==> config.mk <==
export PLATFORM = sky130hd
export DESIGN_NAME = mem_arb
export DESIGN_NICKNAME = d
export VERILOG_FILES = /design/src/rtl/mem_arb_pkg.sv /design/src/rtl/mem_arb.sv
export SDC_FILE = /design/constraint.sdc
export NUM_CORES = 1
export LEC_CHECK = 0
export CAP_MARGIN = 20
export CORE_ASPECT_RATIO = 0.6
export CORE_MARGIN = 2
export CORE_UTILIZATION = 44
export DETAILED_ROUTE_END_ITERATION = 16
export GPL_ROUTABILITY_DRIVEN = 0
export PLACE_DENSITY_LB_ADDON = 0.3
export SLEW_MARGIN = 20
export SYNTH_ARGS = -nofsm -noshare
export SYNTH_HDL_FRONTEND = slang
export SYNTH_SLANG_ARGS = --single-unit
==> constraint.sdc <==
create_clock -name clk -period 2.6 [get_ports clk]
set_input_delay 0.52 -clock clk [delete_from_list [all_inputs] [get_ports clk]]
set_output_delay 0.52 -clock clk [all_outputs]
set_load 0.1 [all_outputs]
==> src/rtl/mem_arb_pkg.sv <==
// Shared definitions for the memory arbiter: FSM state encoding,
// requester ids and the width of the read-latency counter.
package mem_arb_pkg;

    typedef enum logic [1:0] {
        IDLE  = 2'd0,
        ISSUE = 2'd1,
        WAIT  = 2'd2
    } arb_state_t;

    localparam logic REQ_IF = 1'b0;
    localparam logic REQ_LS = 1'b1;

    localparam int LAT_W = 4;

endpackage

==> src/rtl/mem_arb.sv <==
// Two-port memory arbiter: instruction fetch and load/store share one
// memory port. Requests are sampled in IDLE, issued for one cycle, and
// reads wait LAT cycles before the data is returned to the winner.
// Ports:
//   clk, reset                    clock, async active-high reset
//   if_req/if_addr                fetch request in
//   if_gnt/if_valid/if_data       fetch grant, return pulse, data
//   ls_req/ls_we/ls_addr/ls_wdata load/store request in
//   ls_gnt/ls_valid/ls_rdata      load/store grant, return pulse, data
//   mem_addr/mem_wdata/mem_we/mem_re/mem_rdata  shared memory port
module mem_arb
    import mem_arb_pkg::*;
#(
    parameter int n   = 8,
    parameter int LAT = 1
) (
    input  logic         clk,
    input  logic         reset,
    input  logic         if_req,
    input  logic [n-1:0] if_addr,
    output logic         if_gnt,
    output logic         if_valid,
    output logic [n-1:0] if_data,
    input  logic         ls_req,
    input  logic         ls_we,
    input  logic [n-1:0] ls_addr,
    input  logic [n-1:0] ls_wdata,
    output logic         ls_gnt,
    output logic         ls_valid,
    output logic [n-1:0] ls_rdata,
    output logic [n-1:0] mem_addr,
    output logic [n-1:0] mem_wdata,
    output logic         mem_we,
    output logic         mem_re,
    input  logic [n-1:0] mem_rdata
);

    arb_state_t       state_q, state_d;
    logic             win_q, win_d;
    logic             we_q, we_d;
    logic             last_q, last_d;
    logic [LAT_W-1:0] cnt_q, cnt_d;
    logic [n-1:0]     mem_addr_q, mem_addr_d;
    logic [n-1:0]     mem_wdata_q, mem_wdata_d;
    logic [n-1:0]     if_data_q, if_data_d;
    logic [n-1:0]     ls_rdata_q, ls_rdata_d;
    logic             if_gnt_q, if_gnt_d;
    logic             ls_gnt_q, ls_gnt_d;
    logic             if_valid_q, if_valid_d;
    logic             ls_valid_q, ls_valid_d;
    logic             mem_re_q, mem_re_d;
    logic             mem_we_q, mem_we_d;
    logic             sel;

    always_comb begin
        state_d     = state_q;
        win_d       = win_q;
        we_d        = we_q;
        last_d      = last_q;
        cnt_d       = cnt_q;
        mem_addr_d  = mem_addr_q;
        mem_wdata_d = mem_wdata_q;
        if_data_d   = if_data_q;
        ls_rdata_d  = ls_rdata_q;
        if_gnt_d    = 1'b0;
        ls_gnt_d    = 1'b0;
        if_valid_d  = 1'b0;
        ls_valid_d  = 1'b0;
        mem_re_d    = 1'b0;
        mem_we_d    = 1'b0;
        sel         = REQ_IF;
        unique case (state_q)
            IDLE: begin
                if (if_req || ls_req) begin
                    // On conflict the side not granted last time wins.
                    if (if_req && ls_req) sel = ~last_q;
                    else                  sel = ls_req ? REQ_LS : REQ_IF;
                    state_d = ISSUE;
                    win_d   = sel;
                    last_d  = sel;
                    if (sel == REQ_LS) begin
                        ls_gnt_d    = 1'b1;
                        we_d        = ls_we;
                        mem_addr_d  = ls_addr;
                        mem_wdata_d = ls_wdata;
                        mem_we_d    = ls_we;
                        mem_re_d    = ~ls_we;
                    end else begin
                        if_gnt_d    = 1'b1;
                        we_d        = 1'b0;
                        mem_addr_d  = if_addr;
                        mem_wdata_d = '0;
                        mem_re_d    = 1'b1;
                    end
                end
            end
            ISSUE: begin
                if (we_q) begin
                    state_d    = IDLE;
                    ls_valid_d = 1'b1;
                end else begin
                    state_d = WAIT;
                    cnt_d   = LAT_W'(LAT);
                end
            end
            WAIT: begin
                // The count stops at zero; the last edge captures data.
                if (cnt_q <= LAT_W'(1)) begin
                    state_d = IDLE;
                    cnt_d   = '0;
                    if (win_q == REQ_LS) begin
                        ls_rdata_d = mem_rdata;
                        ls_valid_d = 1'b1;
                    end else begin
                        if_data_d  = mem_rdata;
                        if_valid_d = 1'b1;
                    end
                end else begin
                    cnt_d = cnt_q - LAT_W'(1);
                end
            end
            default: state_d = IDLE;
        endcase
    end

    always_ff @(posedge clk or posedge reset) begin
        if (reset) begin
            state_q     <= IDLE;
            win_q       <= REQ_IF;
            we_q        <= 1'b0;
            last_q      <= REQ_IF;
            cnt_q       <= '0;
            mem_addr_q  <= '0;
            mem_wdata_q <= '0;
            if_data_q   <= '0;
            ls_rdata_q  <= '0;
            if_gnt_q    <= 1'b0;
            ls_gnt_q    <= 1'b0;
            if_valid_q  <= 1'b0;
            ls_valid_q  <= 1'b0;
            mem_re_q    <= 1'b0;
            mem_we_q    <= 1'b0;
        end else begin
            state_q     <= state_d;
            win_q       <= win_d;
            we_q        <= we_d;
            last_q      <= last_d;
            cnt_q       <= cnt_d;
            mem_addr_q  <= mem_addr_d;
            mem_wdata_q <= mem_wdata_d;
            if_data_q   <= if_data_d;
            ls_rdata_q  <= ls_rdata_d;
            if_gnt_q    <= if_gnt_d;
            ls_gnt_q    <= ls_gnt_d;
            if_valid_q  <= if_valid_d;
            ls_valid_q  <= ls_valid_d;
            mem_re_q    <= mem_re_d;
            mem_we_q    <= mem_we_d;
        end
    end

    assign if_gnt    = if_gnt_q;
    assign ls_gnt    = ls_gnt_q;
    assign if_valid  = if_valid_q;
    assign ls_valid  = ls_valid_q;
    assign if_data   = if_data_q;
    assign ls_rdata  = ls_rdata_q;
    assign mem_addr  = mem_addr_q;
    assign mem_wdata = mem_wdata_q;
    assign mem_re    = mem_re_q;
    assign mem_we    = mem_we_q;

endmodule

## After elaboration in Yosys (flattened, before gate mapping)

Cells that the tools add are included.

| word-level totals | value |
|---|---|
| flip-flop bits (word level) | 46 |
| input bits | 37 |
| logic and storage cells | 64 |

| cells by class | value |
|---|---|
| $add $sub $neg | 1 |
| $lt $le $gt $ge | 1 |
| eq/ne operators | 5 |
| muxes and demuxes | 32 |
| bitwise logic cells | 2 |
| reduce and logical (&&, ||, !) cells | 9 |

Operators by type and width:

| cell | count |
|---|---|
| $mux 1 | 22 |
| $mux 8 | 2 |
| $mux 4 | 2 |
| $pmux 4 s2 | 1 |
| $mux 2 | 3 |
| $ne 2x2->1 const B | 3 |
| $pmux 2 s3 | 1 |
| $reduce_and 2->1 | 3 |
| $reduce_and 3->1 | 2 |
| $le 4x1->1 const B | 1 |
| $sub 4x1->4 const B | 1 |
| $eq 2x1->1 const B | 1 |
| $eq 2x2->1 const B | 1 |
| $logic_not 2->1 | 1 |
| $not 1->1 | 2 |
| $pmux 1 s2 | 1 |
| $reduce_bool 2->1 | 1 |
| $logic_and 1x1->1 | 1 |
| $logic_or 1x1->1 | 1 |

## Longest topological paths before layout

Gate-level depths: netlist of the first run.

| depth | value |
|---|---|
| depth in word-level cells | 7 |
| mapped depth | 6 |
| gate-level depth less buffers | 5 |

## Least setup slack after synthesis of the first run

OpenSTA, ideal clock, no wires.

| path | value |
|---|---|
| kind | register to register |
| start | reg cnt_q[0] |
| end | reg if_data_q[0], in the netlist if_data[0] |
| library setup time | 0.125 ns |
| arrival | 1.748 ns |
| required time | 2.475 ns |
| slack | 0.726 ns |
| stages on the path, launching flop included | 7 |
| buffers on the path | 1 |
| clock period less this slack | 1.874 ns |
| path through | dfrtp_1 -> inv_1 -> ha_1 -> nor2_1 -> or4b_4 -> buf_6 -> mux2_4 |

| on the way | value |
|---|---|
| longest elaborated chain between the ends | 2 |

RTL lines:

| item | line | source |
|---|---|---|
| start: declaration | mem_arb.sv:42 | `logic [LAT_W-1:0] cnt_q, cnt_d;` |
| start signal: assignment | mem_arb.sv:148 | `cnt_q <= cnt_d;` |
| $le 4x1->1 | mem_arb.sv:108 | `if (cnt_q <= LAT_W'(1)) begin` |
| $reduce_and 3->1 (no line) | -- |  |
| end signal: assignment | mem_arb.sv:151 | `if_data_q <= if_data_d;` |
| end: declaration | mem_arb.sv:45 | `logic [n-1:0] if_data_q, if_data_d;` |

No other way between the ends.
A chain may end at the register's enable or synchronous reset.

## Final worst setup path of the first run

| path | value |
|---|---|
| start | reg cnt_q[0] |
| end | reg if_data_q[7], in the netlist if_data[7] |

The elaborated chain is that of the path after synthesis.

==> results of run 1 <==
[cells by family (layout without fill, tap and decap cells)]
| family | count (synthesis) | in the layout | share of synthesized area (%) |
|---|---|---|---|
| adders and majority gates | 5 | 5 | 3.11 |
| AOI/OAI and AO/OA | 37 | 37 | 13.6 |
| buffers and inverters | 15 | 96 | 3.61 |
| and+or+nand+nor | 28 | 28 | 8.41 |
| DFF | 46 | 46 | 57.3 |
| muxes | 23 | 23 | 13.9 |
[layout make-up]
class / instances / area (um^2) / share of cell area [%]
multi-input cells: 93 / 786 / 27.5
well taps: 60 / 75.1 / 2.63
clock inverters: 3 / 43.8 / 1.53
repair buffers: 80 / 703 / 24.6
clock buffers: 5 / 68.8 / 2.41
inverters: 8 / 30.0 / 1.05
flip-flops and latches: 46 / 1150 / 40.3
[through the flow]
step                worst slack (ns)  instance area [um^2]  std cells
floorplan                      0.726                  2010        154
global placement               0.540                  2750        287
detailed placement             0.494                  2750        287
CTS                            0.515                  2860        295
global route                   0.417                  2860        295
finish                         0.515                  2860        295
[cell usage in the layout, fill, tap and decap left out, types with 2 or more instances in the layout]
cell type and instances:
sky130_fd_sc_hd__and3_1 3, sky130_fd_sc_hd__a21oi_1 2, sky130_fd_sc_hd__a21o_1 2, sky130_fd_sc_hd__buf_4 43, sky130_fd_sc_hd__inv_1 7, sky130_fd_sc_hd__o21a_1 2, sky130_fd_sc_hd__clkdlybuf4s50_1 36, sky130_fd_sc_hd__nor2_1 3
sky130_fd_sc_hd__o211ai_1 4, sky130_fd_sc_hd__o21ai_0 8, sky130_fd_sc_hd__clkbuf_8 5, sky130_fd_sc_hd__nand2b_1 4, sky130_fd_sc_hd__a221o_1 2, sky130_fd_sc_hd__nand2_1 9, sky130_fd_sc_hd__dfrtp_1 46, sky130_fd_sc_hd__mux2_4 8
sky130_fd_sc_hd__ha_1 5, sky130_fd_sc_hd__mux2i_1 7, sky130_fd_sc_hd__mux2_2 8, sky130_fd_sc_hd__a22o_1 9
[synthesized netlist by cell type, drive strengths merged, types with 2 or more instances]
library cell	n
o21ai	9
mux2	16
nand2b	4
o211ai	4
ha	5
mux2i	7
a21o	2
a21oi	2
or2	2
nand2	9
a221o	2
clkbuf	4
nor2	3
a22o	9
dfrtp	46
buf	3
inv	8
o21a	2
and3	3
[worst reg2reg max path: cells and delay by family, from the launching register on]
kind	cells	cell delay (ns)
adder cells (fa/ha/maj)	1	0.21
buffers and inverters	2	0.27
AND/OR/NAND/NOR	2	0.71
flip-flops	1	0.47
multiplexers	1	0.33
[worst paths after layout]
check | from | to | slack, ns | cells past startpoint
min in group asynchronous | reset | ls_rdata[3] | 0.60 | 2
worst min register to register | mem_addr[6] | mem_addr[6] | 0.49 | 2
worst max register to register | cnt_q[0] | if_data[7] | 0.51 | 6
worst max-delay path | cnt_q[0] | if_data[7] | 0.51 | 6
max in group asynchronous | reset | state_q[0] | 1.45 | 3
worst min-delay path | mem_addr[6] | mem_addr[6] | 0.49 | 2
[registers in the layout, summed over array words and instances (netlist names)]
register / cells
mem_re: 1
mem_we: 1
if_gnt: 1
ls_valid: 1
we_q: 1
cnt_q: 4
state_q: 2
mem_addr: 8
if_data: 8
last_q: 1
ls_rdata: 8
ls_gnt: 1
mem_wdata: 8
if_valid: 1
[metal layers]
metal  up-vias  track usage [%]
met4         0             3.90
li1        714                -
met3         2             5.50
met2        37             26.0
met5         -                0
met1       747             27.6
==> insert_results.sql, run 1 <==
INSERT INTO impl_metrics (metric_group, metric, value, unit) VALUES
('global_routing', 'grt_start_max_net_pins', '25', ''),
('layout', 'syn_to_final_growth', '42.2', '%'),
('timing', 'setup_viol', '0', ''),
('run', 'max-cap-violations', '0', ''),
('synthesis', 'gate_count_after_technology_mapping', '154', ''),
('timing', 'hold_viol_final', '0', ''),
('layout', 'final_nets', '276', ''),
('critical_path', 'setup.worst_path.class', 'flop to flop', ''),
('floorplanning', 'io_pins', '75', ''),
('synthesis', 'synth_area', '2010', 'um^2'),
('layout', 'antenna_cells_inserted', '0', ''),
('synthesis', 'synth_warnings', '0', ''),
('timing', 'setup_repair_after_global_routing_missed_its_margin', 'no', ''),
('worst_hold_path', 'hold_path.class', 'flop to flop', ''),
('synthesis', 'synth_ff_type', 'sky130_fd_sc_hd__dfrtp_1', ''),
('cts', 'numCtsBuffers', '5', ''),
('place', 'port_buffers', '74', ''),
('status', 'result_of_the_run', 'finished, final reports clean', ''),
('cts', 'post-cts-setup-buffer-count', '0', ''),
('timing', 'relSlewSlack', '41.6', '%'),
('critical_path', 'crit_slowest_cell', 'sky130_fd_sc_hd__or4b_4', ''),
('timing', 'final.setup_skew', '0.00739', 'ns'),
('floorplanning', 'die_height', '56.3', 'um'),
('place', 'place.detailed.hpwl', '3480', 'um'),
('critical_path', 'required', '2.78', 'ns'),
('cts', 'cts_tree', 'built', ''),
('routing', 'highest-signal-layer', 'met4', ''),
('global_routing', 'gr-total-overflow', '0', ''),
('critical_path', 'max_stage_delay', '0.63', 'ns'),
('synthesis', 'synth-edff-count', '0', ''),
('global_routing', 'antenna_violations_before_repair', '0', ''),
('floorplanning', 'row_count', '18', ''),
('routing', 'detailroute.via_count', '1500', ''),
('cts', 'postCtsHoldBufs', '0', ''),
('timing', 'clock.fmax', '0.480', 'GHz'),
('synthesis', 'synth_area_leader_cell', 'sky130_fd_sc_hd__dfrtp_1', ''),
('synthesis', 'synthDistinctLibCells', '37', ''),
('cts', 'clock_tree.buffer_depth', '2', ''),
('timing', 'tns', '0', 'ns'),
('timing', 'finalHoldWorstSlack', '0.489', 'ns'),
('timing', 'worstMarginPinSlew', '0.870', 'ns'),
('global_routing', 'grt_first_pass_wirelength', '7400', 'um'),
('timing', 'final-max-slew-violation-count', '0', ''),
('synthesis', 'netlist_top_cells_area', 'sky130_fd_sc_hd__dfrtp_1, sky130_fd_sc_hd__mux2_4, sky130_fd_sc_hd__mux2_2, sky130_fd_sc_hd__a22o_1, sky130_fd_sc_hd__mux2i_1', ''),
('routing', 'wl_met1', '2390', 'um'),
('cts', 'clock-root-buffer', 'sky130_fd_sc_hd__clkbuf_8', ''),
('cts', 'postCtsResizedCells', '0', ''),
('global_routing', 'via_count_of_the_first_global_routing_pass', '1442', ''),
('layout', 'drive_gt1_share', '30.6', '%'),
('global_routing', 'groute.usage.overall', '18.3', '%'),
('routing', 'wl_per_cell', '15.4', 'um'),
('routing', 'drt_first_iter_violations', '72', ''),
('layout', 'fill_cells', '300', ''),
('floorplanning', 'die_area', '5140', 'um^2'),
('timing', 'layout_min_cycle_time', '2.09', 'ns'),
('routing', 'postRouteWirelength', '4530', 'um'),
('floorplanning', 'floorplan_die_width', '91.2', 'um'),
('routing', 'vias_per_cell', '5.08', ''),
('floorplanning', 'design.core.area', '4260', 'um^2'),
('synthesis', 'synth-async-reset-ratio', '100', '%'),
('critical_path', 'cp_max_fo', '9', ''),
('floorplanning', 'floorplan.initialDensity', '47.2', '%'),
('routing', 'met3_routed_wl', '189', 'um'),
('routing', 'drt-pass1-iter-count', '4', ''),
('synthesis', 'ys_seq_area_share', '57.3', '%'),
('synthesis', 'syn_avg_cell_area', '13.0', 'um^2'),
('routing', 'route.met2.wl', '1930', 'um'),
('critical_path', 'sum_of_buffers_and_inverters_on_the_critical_path', '2', ''),
('routing', 'drtAntennaViolNets', '0', ''),
('synthesis', 'yosys_register_bits', '46', ''),
('critical_path', 'arrival_time_worst_endpoint', '2.27', 'ns'),
('cts', 'clock_slew_seen_by_the_registers_of_the_worst_setup_and_hold_paths', '0.08', 'ns'),
('critical_path', 'critPathTopFamily', 'simple AND/OR/NAND/NOR gates', ''),
('synthesis', 'post_synth_net_total', '196', ''),
('routing', 'drc', '0', ''),
('cts', 'clk_latency', '0.30', 'ns'),
('critical_path', 'end_kind', 'flop', ''),
('synthesis', 'area_share_of_the_largest_cell_type_after_synthesis', '57.3', '%'),
('cts', 'htree_levels', '2', ''),
('layout', 'final_core_utilization', '67.1', '%'),
('critical_path', 'setup.worst_path.start_class', 'flop', ''),
('timing', 'layout_worst_path_cycle_share', '80.2', '%'),
('cts', 'cts_sinks', '46', ''),
('critical_path', 'path_cells', 'inv_1 > ha_1 > nor2_1 > buf_4 > or4b_4 > mux2_4', '');
Power of run 1 is not shown: default switching activity piles up to over one toggle a cycle in this logic, so the estimate is an artifact.
==> run 2, diff against run 1 <==
--- a/config.mk
+++ b/config.mk
@@ -8,7 +8,7 @@
 export CAP_MARGIN = 20
 export CORE_ASPECT_RATIO = 0.6
 export CORE_MARGIN = 2
-export CORE_UTILIZATION = 44
+export CORE_UTILIZATION = 40
 export DETAILED_ROUTE_END_ITERATION = 16
 export GPL_ROUTABILITY_DRIVEN = 0
 export PLACE_DENSITY_LB_ADDON = 0.3
==> constraint.sdc (replaced) <==
create_clock -name clk -period 1.8 [get_ports clk]
set_input_delay 0.36 -clock clk [delete_from_list [all_inputs] [get_ports clk]]
set_output_delay 0.36 -clock clk [all_outputs]
set_load 0.1 [all_outputs]
==> insert_results.sql, run 2 (synthesis gave the netlist of run 1 again) <==
INSERT INTO impl_metrics (metric_group, metric, value, unit) VALUES
('timing', 'setup_repair_after_global_routing_missed_its_margin', 'no', ''),
('cts', 'clock_tree.buffer_depth', '2', ''),
('layout', 'fill_cells', '326', ''),
('floorplanning', 'io_pins', '75', ''),
('routing', 'drc', '0', ''),
('routing', 'detailroute.via_count', '1558', ''),
('timing', 'layout_min_cycle_time', '1.75', 'ns'),
('routing', 'wl_per_cell', '15.8', 'um'),
('timing', 'postLayoutSetupSlackWorst', '0.0451', 'ns'),
('timing', 'clock.fmax', '0.570', 'GHz'),
('global_routing', 'via_count_of_the_first_global_routing_pass', '1648', ''),
('critical_path', 'max_stage_delay', '0.64', 'ns'),
('critical_path', 'rr_endpoint', 'if_data[5]', ''),
('timing', 'finalHoldWorstSlack', '0.411', 'ns'),
('routing', 'drt-pass1-iter-count', '4', ''),
('floorplanning', 'row_count', '19', ''),
('floorplanning', 'floorplan_die_width', '95.5', 'um'),
('cts', 'cts_sinks', '46', ''),
('layout', 'final_cell_count_no_fill', '310', ''),
('place', 'place.detailed.hpwl', '3890', 'um'),
('timing', 'tns', '0', 'ns'),
('global_routing', 'grt_first_pass_wirelength', '8000', 'um'),
('routing', 'postRouteWirelength', '4890', 'um'),
('critical_path', 'required', '1.99', 'ns'),
('critical_path', 'worst_r2r_startpoint', 'cnt_q[3]', ''),
('critical_path', 'cp-startpoint', 'cnt_q[3]', ''),
('cts', 'clk_latency', '0.30', 'ns'),
('critical_path', 'ff2ff_setup_slack', '0.05', 'ns'),
('layout', 'layout_commonest_cell', 'sky130_fd_sc_hd__dfrtp_1', ''),
('critical_path', 'setup.worst_path.start_class', 'flop', ''),
('critical_path', 'crit_slowest_cell', 'sky130_fd_sc_hd__or4b_4', ''),
('cts', 'cts_tree', 'built', ''),
('cts', 'post-cts-setup-buffer-count', '0', ''),
('layout', 'most_frequent_cells_in_the_layout', 'sky130_fd_sc_hd__dfrtp_1, sky130_fd_sc_hd__buf_12, sky130_fd_sc_hd__clkdlybuf4s50_1, sky130_fd_sc_hd__buf_4', ''),
('critical_path', 'setup.worst_path.class', 'flop to flop', ''),
('status', 'result_of_the_run', 'finished, final reports clean', ''),
('cts', 'clock_slew_seen_by_the_registers_of_the_worst_setup_and_hold_paths', '0.08', 'ns'),
('cts', 'clock-root-buffer', 'sky130_fd_sc_hd__clkbuf_8', ''),
('timing', 'final-max-slew-violation-count', '0', ''),
('timing', 'layout_worst_path_cycle_share', '97.5', '%'),
('worst_hold_path', 'hold_path.class', 'input pin to asynchronous set/reset pin', ''),
('cts', 'numCtsBuffers', '5', ''),
('timing', 'relSlewSlack', '82.3', '%'),
('timing', 'hold_viol_final', '0', ''),
('floorplanning', 'floorplan.initialDensity', '42.7', '%'),
('floorplanning', 'die_area', '5620', 'um^2'),
('timing', 'setup_viol', '0', ''),
('critical_path', 'cp_max_fo', '9', ''),
('cts', 'htree_levels', '2', ''),
('layout', 'final_nets', '288', ''),
('run', 'max-cap-violations', '0', ''),
('routing', 'drtAntennaViolNets', '0', ''),
('global_routing', 'grt_start_max_net_pins', '47', ''),
('place', 'detailedPlace.worstSlack', '-0.0444', 'ns'),
('global_routing', 'gr-total-overflow', '0', ''),
('cts', 'postCtsHoldBufs', '0', ''),
('routing', 'drt_first_iter_violations', '69', ''),
('layout', 'drive_gt1_share', '36.8', '%'),
('critical_path', 'arrival_time_worst_endpoint', '1.94', 'ns'),
('layout', 'syn_to_final_growth', '71.8', '%'),
('routing', 'vias_per_cell', '5.03', ''),
('global_routing', 'groute.usage.overall', '19.3', '%'),
('timing', 'worstMarginPinSlew', '0.261', 'ns'),
('floorplanning', 'die_height', '58.9', 'um'),
('critical_path', 'rr_worst_depth', '3', ''),
('floorplanning', 'design.core.area', '4710', 'um^2'),
('critical_path', 'end_kind', 'flop', ''),
('place', 'placed_cells', '302', ''),
('layout', 'antenna_cells_inserted', '0', ''),
('critical_path', 'path_cells', 'or2_1 > or4b_4 > mux2_4', ''),
('place', 'port_buffers', '74', ''),
('global_routing', 'antenna_violations_before_repair', '0', ''),
('timing', 'final.setup_skew', '0.00435', 'ns');
==> run 2: stage by stage <==
stage	cell area, um^2	utilization (%)
6_report	3450	73.3
5_1_grt	3450	73.3
4_1_cts	3440	73.1
3_5_place_dp	3350	71.2
3_3_place_gp	3350	71.2
2_1_floorplan	2040	-
==> run 2: layer usage <==
metal	vias up	track usage [%]	part of all wire (%)
li1	739	-	-
met1	761	26.4	48
met2	50	30.2	45
met3	8	5.51	6.6
met4	0	6.12	1.2
met5	-	0	0
==> run 2: how the worst max path moves through the flow <==
stage | cells past startpoint | to | slack (ns)
floorplan | 5 | if_data[0] | 0.006
global placement | 6 | mem_addr[1] | -0.09
detailed placement | 6 | mem_addr[1] | -0.04
CTS | 5 | if_data[3] | 0.002
global route | 5 | if_data[2] | 0.001
finish | 3 | if_data[5] | 0.05
==> run 2: area by class of cell <==
class                      instances  area (um^2)  area share (%)
multi-input combinational         93          818            23.7
inverter                           8         30.0           0.870
tap                               63         78.8            2.28
clock inverter                     1         5.00           0.145
sequential                        46         1150            33.4
timing repair buffer              92         1280            37.1
clock buffer                       7         86.3            2.50
==> run 2: worst max-delay path: cells and delay by family, from the launching register on <==
kind / cells / cell delay [ns]
AND/OR/NAND/NOR: 2 / 0.89
flip-flops: 1 / 0.42
multiplexers: 1 / 0.34
==> run 2: timing repair <==
action	in CTS	in global routing
resized for setup	0	3
endpoints found under the hold margin	0	0
endpoints found under the setup margin	0	9
Power of run 2 is left out for the same reason.
==> run 3, diff against run 2 <==
--- a/config.mk
+++ b/config.mk
@@ -8,7 +8,7 @@
 export CAP_MARGIN = 20
 export CORE_ASPECT_RATIO = 0.6
 export CORE_MARGIN = 2
-export CORE_UTILIZATION = 40
+export CORE_UTILIZATION = 44
 export DETAILED_ROUTE_END_ITERATION = 16
 export GPL_ROUTABILITY_DRIVEN = 0
 export PLACE_DENSITY_LB_ADDON = 0.3
==> constraint.sdc (replaced) <==
create_clock -name clk -period 2 [get_ports clk]
set_input_delay 0.4 -clock clk [delete_from_list [all_inputs] [get_ports clk]]
set_output_delay 0.4 -clock clk [all_outputs]
set_load 0.1 [all_outputs]
==> insert_results.sql, run 3 (synthesis gave the netlist of run 1 again) <==
INSERT INTO impl_metrics (metric_group, metric, value, unit) VALUES
('status', 'result_of_the_run', 'finished, final reports clean', ''),
('routing', 'vias_per_cell', '4.97', ''),
('floorplanning', 'die_area', '5140', 'um^2'),
('critical_path', 'cp_max_fo', '9', ''),
('critical_path', 'required', '2.19', 'ns'),
('place', 'port_buffers', '74', ''),
('routing', 'wl_per_cell', '15.3', 'um'),
('timing', 'tns', '0', 'ns'),
('timing', 'finalHoldWorstSlack', '0.436', 'ns'),
('routing', 'drt_first_iter_violations', '54', ''),
('layout', 'most_frequent_cells_in_the_layout', 'sky130_fd_sc_hd__dfrtp_1, sky130_fd_sc_hd__buf_4, sky130_fd_sc_hd__clkdlybuf4s50_1, sky130_fd_sc_hd__nand2_1, sky130_fd_sc_hd__a22o_1', ''),
('floorplanning', 'die_height', '56.3', 'um'),
('timing', 'clock.fmax', '0.523', 'GHz'),
('cts', 'post-cts-setup-buffer-count', '0', ''),
('layout', 'drive_gt1_share', '31.2', '%'),
('timing', 'relSlewSlack', '77.3', '%'),
('critical_path', 'arrival_time_worst_endpoint', '2.11', 'ns'),
('critical_path', 'worst_r2r_startpoint', 'cnt_q[0]', ''),
('global_routing', 'grt_first_pass_wirelength', '7410', 'um'),
('critical_path', 'setup.worst_path.class', 'flop to flop', ''),
('routing', 'drtAntennaViolNets', '0', ''),
('place', 'place.detailed.hpwl', '3520', 'um'),
('routing', 'drt-pass1-iter-count', '4', ''),
('layout', 'sequential_cell_area', '1150', 'um^2'),
('timing', 'hold_viol_final', '0', ''),
('cts', 'cts_sinks', '46', ''),
('run', 'max-cap-violations', '0', ''),
('timing', 'layout_worst_path_cycle_share', '95.7', '%'),
('floorplanning', 'io_pins', '75', ''),
('critical_path', 'rr_endpoint', 'if_data[6]', ''),
('routing', 'postRouteWirelength', '4530', 'um'),
('global_routing', 'via_count_of_the_first_global_routing_pass', '1441', ''),
('global_routing', 'grt_start_max_net_pins', '47', ''),
('layout', 'fill_cells', '310', ''),
('critical_path', 'max_stage_delay', '0.63', 'ns'),
('cts', 'clock_slew_seen_by_the_registers_of_the_worst_setup_and_hold_paths', '0.09', 'ns'),
('floorplanning', 'row_count', '18', ''),
('cts', 'postCtsResizedCells', '0', ''),
('critical_path', 'setup.worst_path.start_class', 'flop', ''),
('timing', 'setup_repair_after_global_routing_missed_its_margin', 'no', ''),
('cts', 'postCtsHoldBufs', '0', ''),
('global_routing', 'gr-total-overflow', '0', ''),
('layout', 'final_nets', '278', ''),
('timing', 'layout_min_cycle_time', '1.91', 'ns'),
('routing', 'detailroute.via_count', '1475', ''),
('timing', 'final.setup_skew', '0.00742', 'ns'),
('cts', 'cts_tree', 'built', ''),
('layout', 'antenna_cells_inserted', '0', ''),
('timing', 'final-max-slew-violation-count', '0', ''),
('critical_path', 'rr_worst_depth', '5', ''),
('cts', 'numCtsBuffers', '5', ''),
('layout', 'multiInputGateArea', '786', 'um^2'),
('cts', 'clock-root-buffer', 'sky130_fd_sc_hd__clkbuf_8', ''),
('cts', 'htree_levels', '2', ''),
('floorplanning', 'floorplan_die_width', '91.2', 'um'),
('cts', 'clock_tree.buffer_depth', '2', ''),
('cts', 'clk_latency', '0.30', 'ns'),
('global_routing', 'groute.usage.overall', '18.9', '%'),
('layout', 'syn_to_final_growth', '42.0', '%'),
('global_routing', 'antenna_violations_before_repair', '0', ''),
('timing', 'worstMarginPinSlew', '0.340', 'ns'),
('critical_path', 'path_cells', 'inv_1 > ha_1 > nor2_1 > or4b_4 > mux2_4', ''),
('timing', 'setup_viol', '0', ''),
('floorplanning', 'design.core.area', '4260', 'um^2'),
('critical_path', 'critical_path.endpoint', 'if_data[6]', ''),
('routing', 'drc', '0', ''),
('layout', 'layout_commonest_cell', 'sky130_fd_sc_hd__dfrtp_1', ''),
('critical_path', 'crit_slowest_cell', 'sky130_fd_sc_hd__or4b_4', ''),
('critical_path', 'cp-startpoint', 'cnt_q[0]', ''),
('floorplanning', 'floorplan.initialDensity', '47.2', '%'),
('worst_hold_path', 'hold_path.class', 'input pin to asynchronous set/reset pin', ''),
('critical_path', 'ff2ff_setup_slack', '0.09', 'ns'),
('critical_path', 'end_kind', 'flop', '');
run 3: area by class of cell:
class | count | share of cell area (%)
clock buffers | 5 | 2.41
clock inverters | 3 | 0.833
inverters | 8 | 1.05
multi-input cells | 93 | 27.5
flip-flops and latches | 46 | 40.4
well taps | 60 | 2.63
repair buffers | 82 | 25.2
run 3: through the flow:
step	setup WS, ns	util [%]	area, um^2	std cells
CTS	0.0821	67.0	2850	297
detailed placement	0.0478	64.8	2760	289
finish	0.0863	67.0	2850	297
global route	0.0451	67.0	2850	297
global placement	0.0771	64.8	2760	289
floorplan	0.126	-	2010	154
run 3: worst max-delay path, delay by kind of cell (launching register included):
kind | cells | cell delay, ns
and+or+nand+nor | 2 | 0.71
DFF | 1 | 0.47
muxes | 1 | 0.33
adders and majority gates | 1 | 0.19
buffers and inverters | 1 | 0.09
run 3: worst min path at each step:
stage,from,end,slack [ns],cells after the start
global route,reset,mem_wdata[5],0.45,3
CTS,reset,mem_wdata[5],0.44,3
global placement,mem_addr[1],mem_addr[1],0.47,2
detailed placement,mem_wdata[4],mem_wdata[4],0.48,1
finish,reset,mem_wdata[5],0.44,3
floorplan,we_q,we_q,0.49,1
run 3: layer usage:
layer  vias to the layer above  GRT usage [%]  routed length (um)
met2                        38           24.8                1900
met5                         -              0                   0
met3                         2           7.11                 283
met4                         0           5.19                  14
met1                       710           28.7                2330
li1                        725              -                   -
Power of run 3 is left out for the same reason.
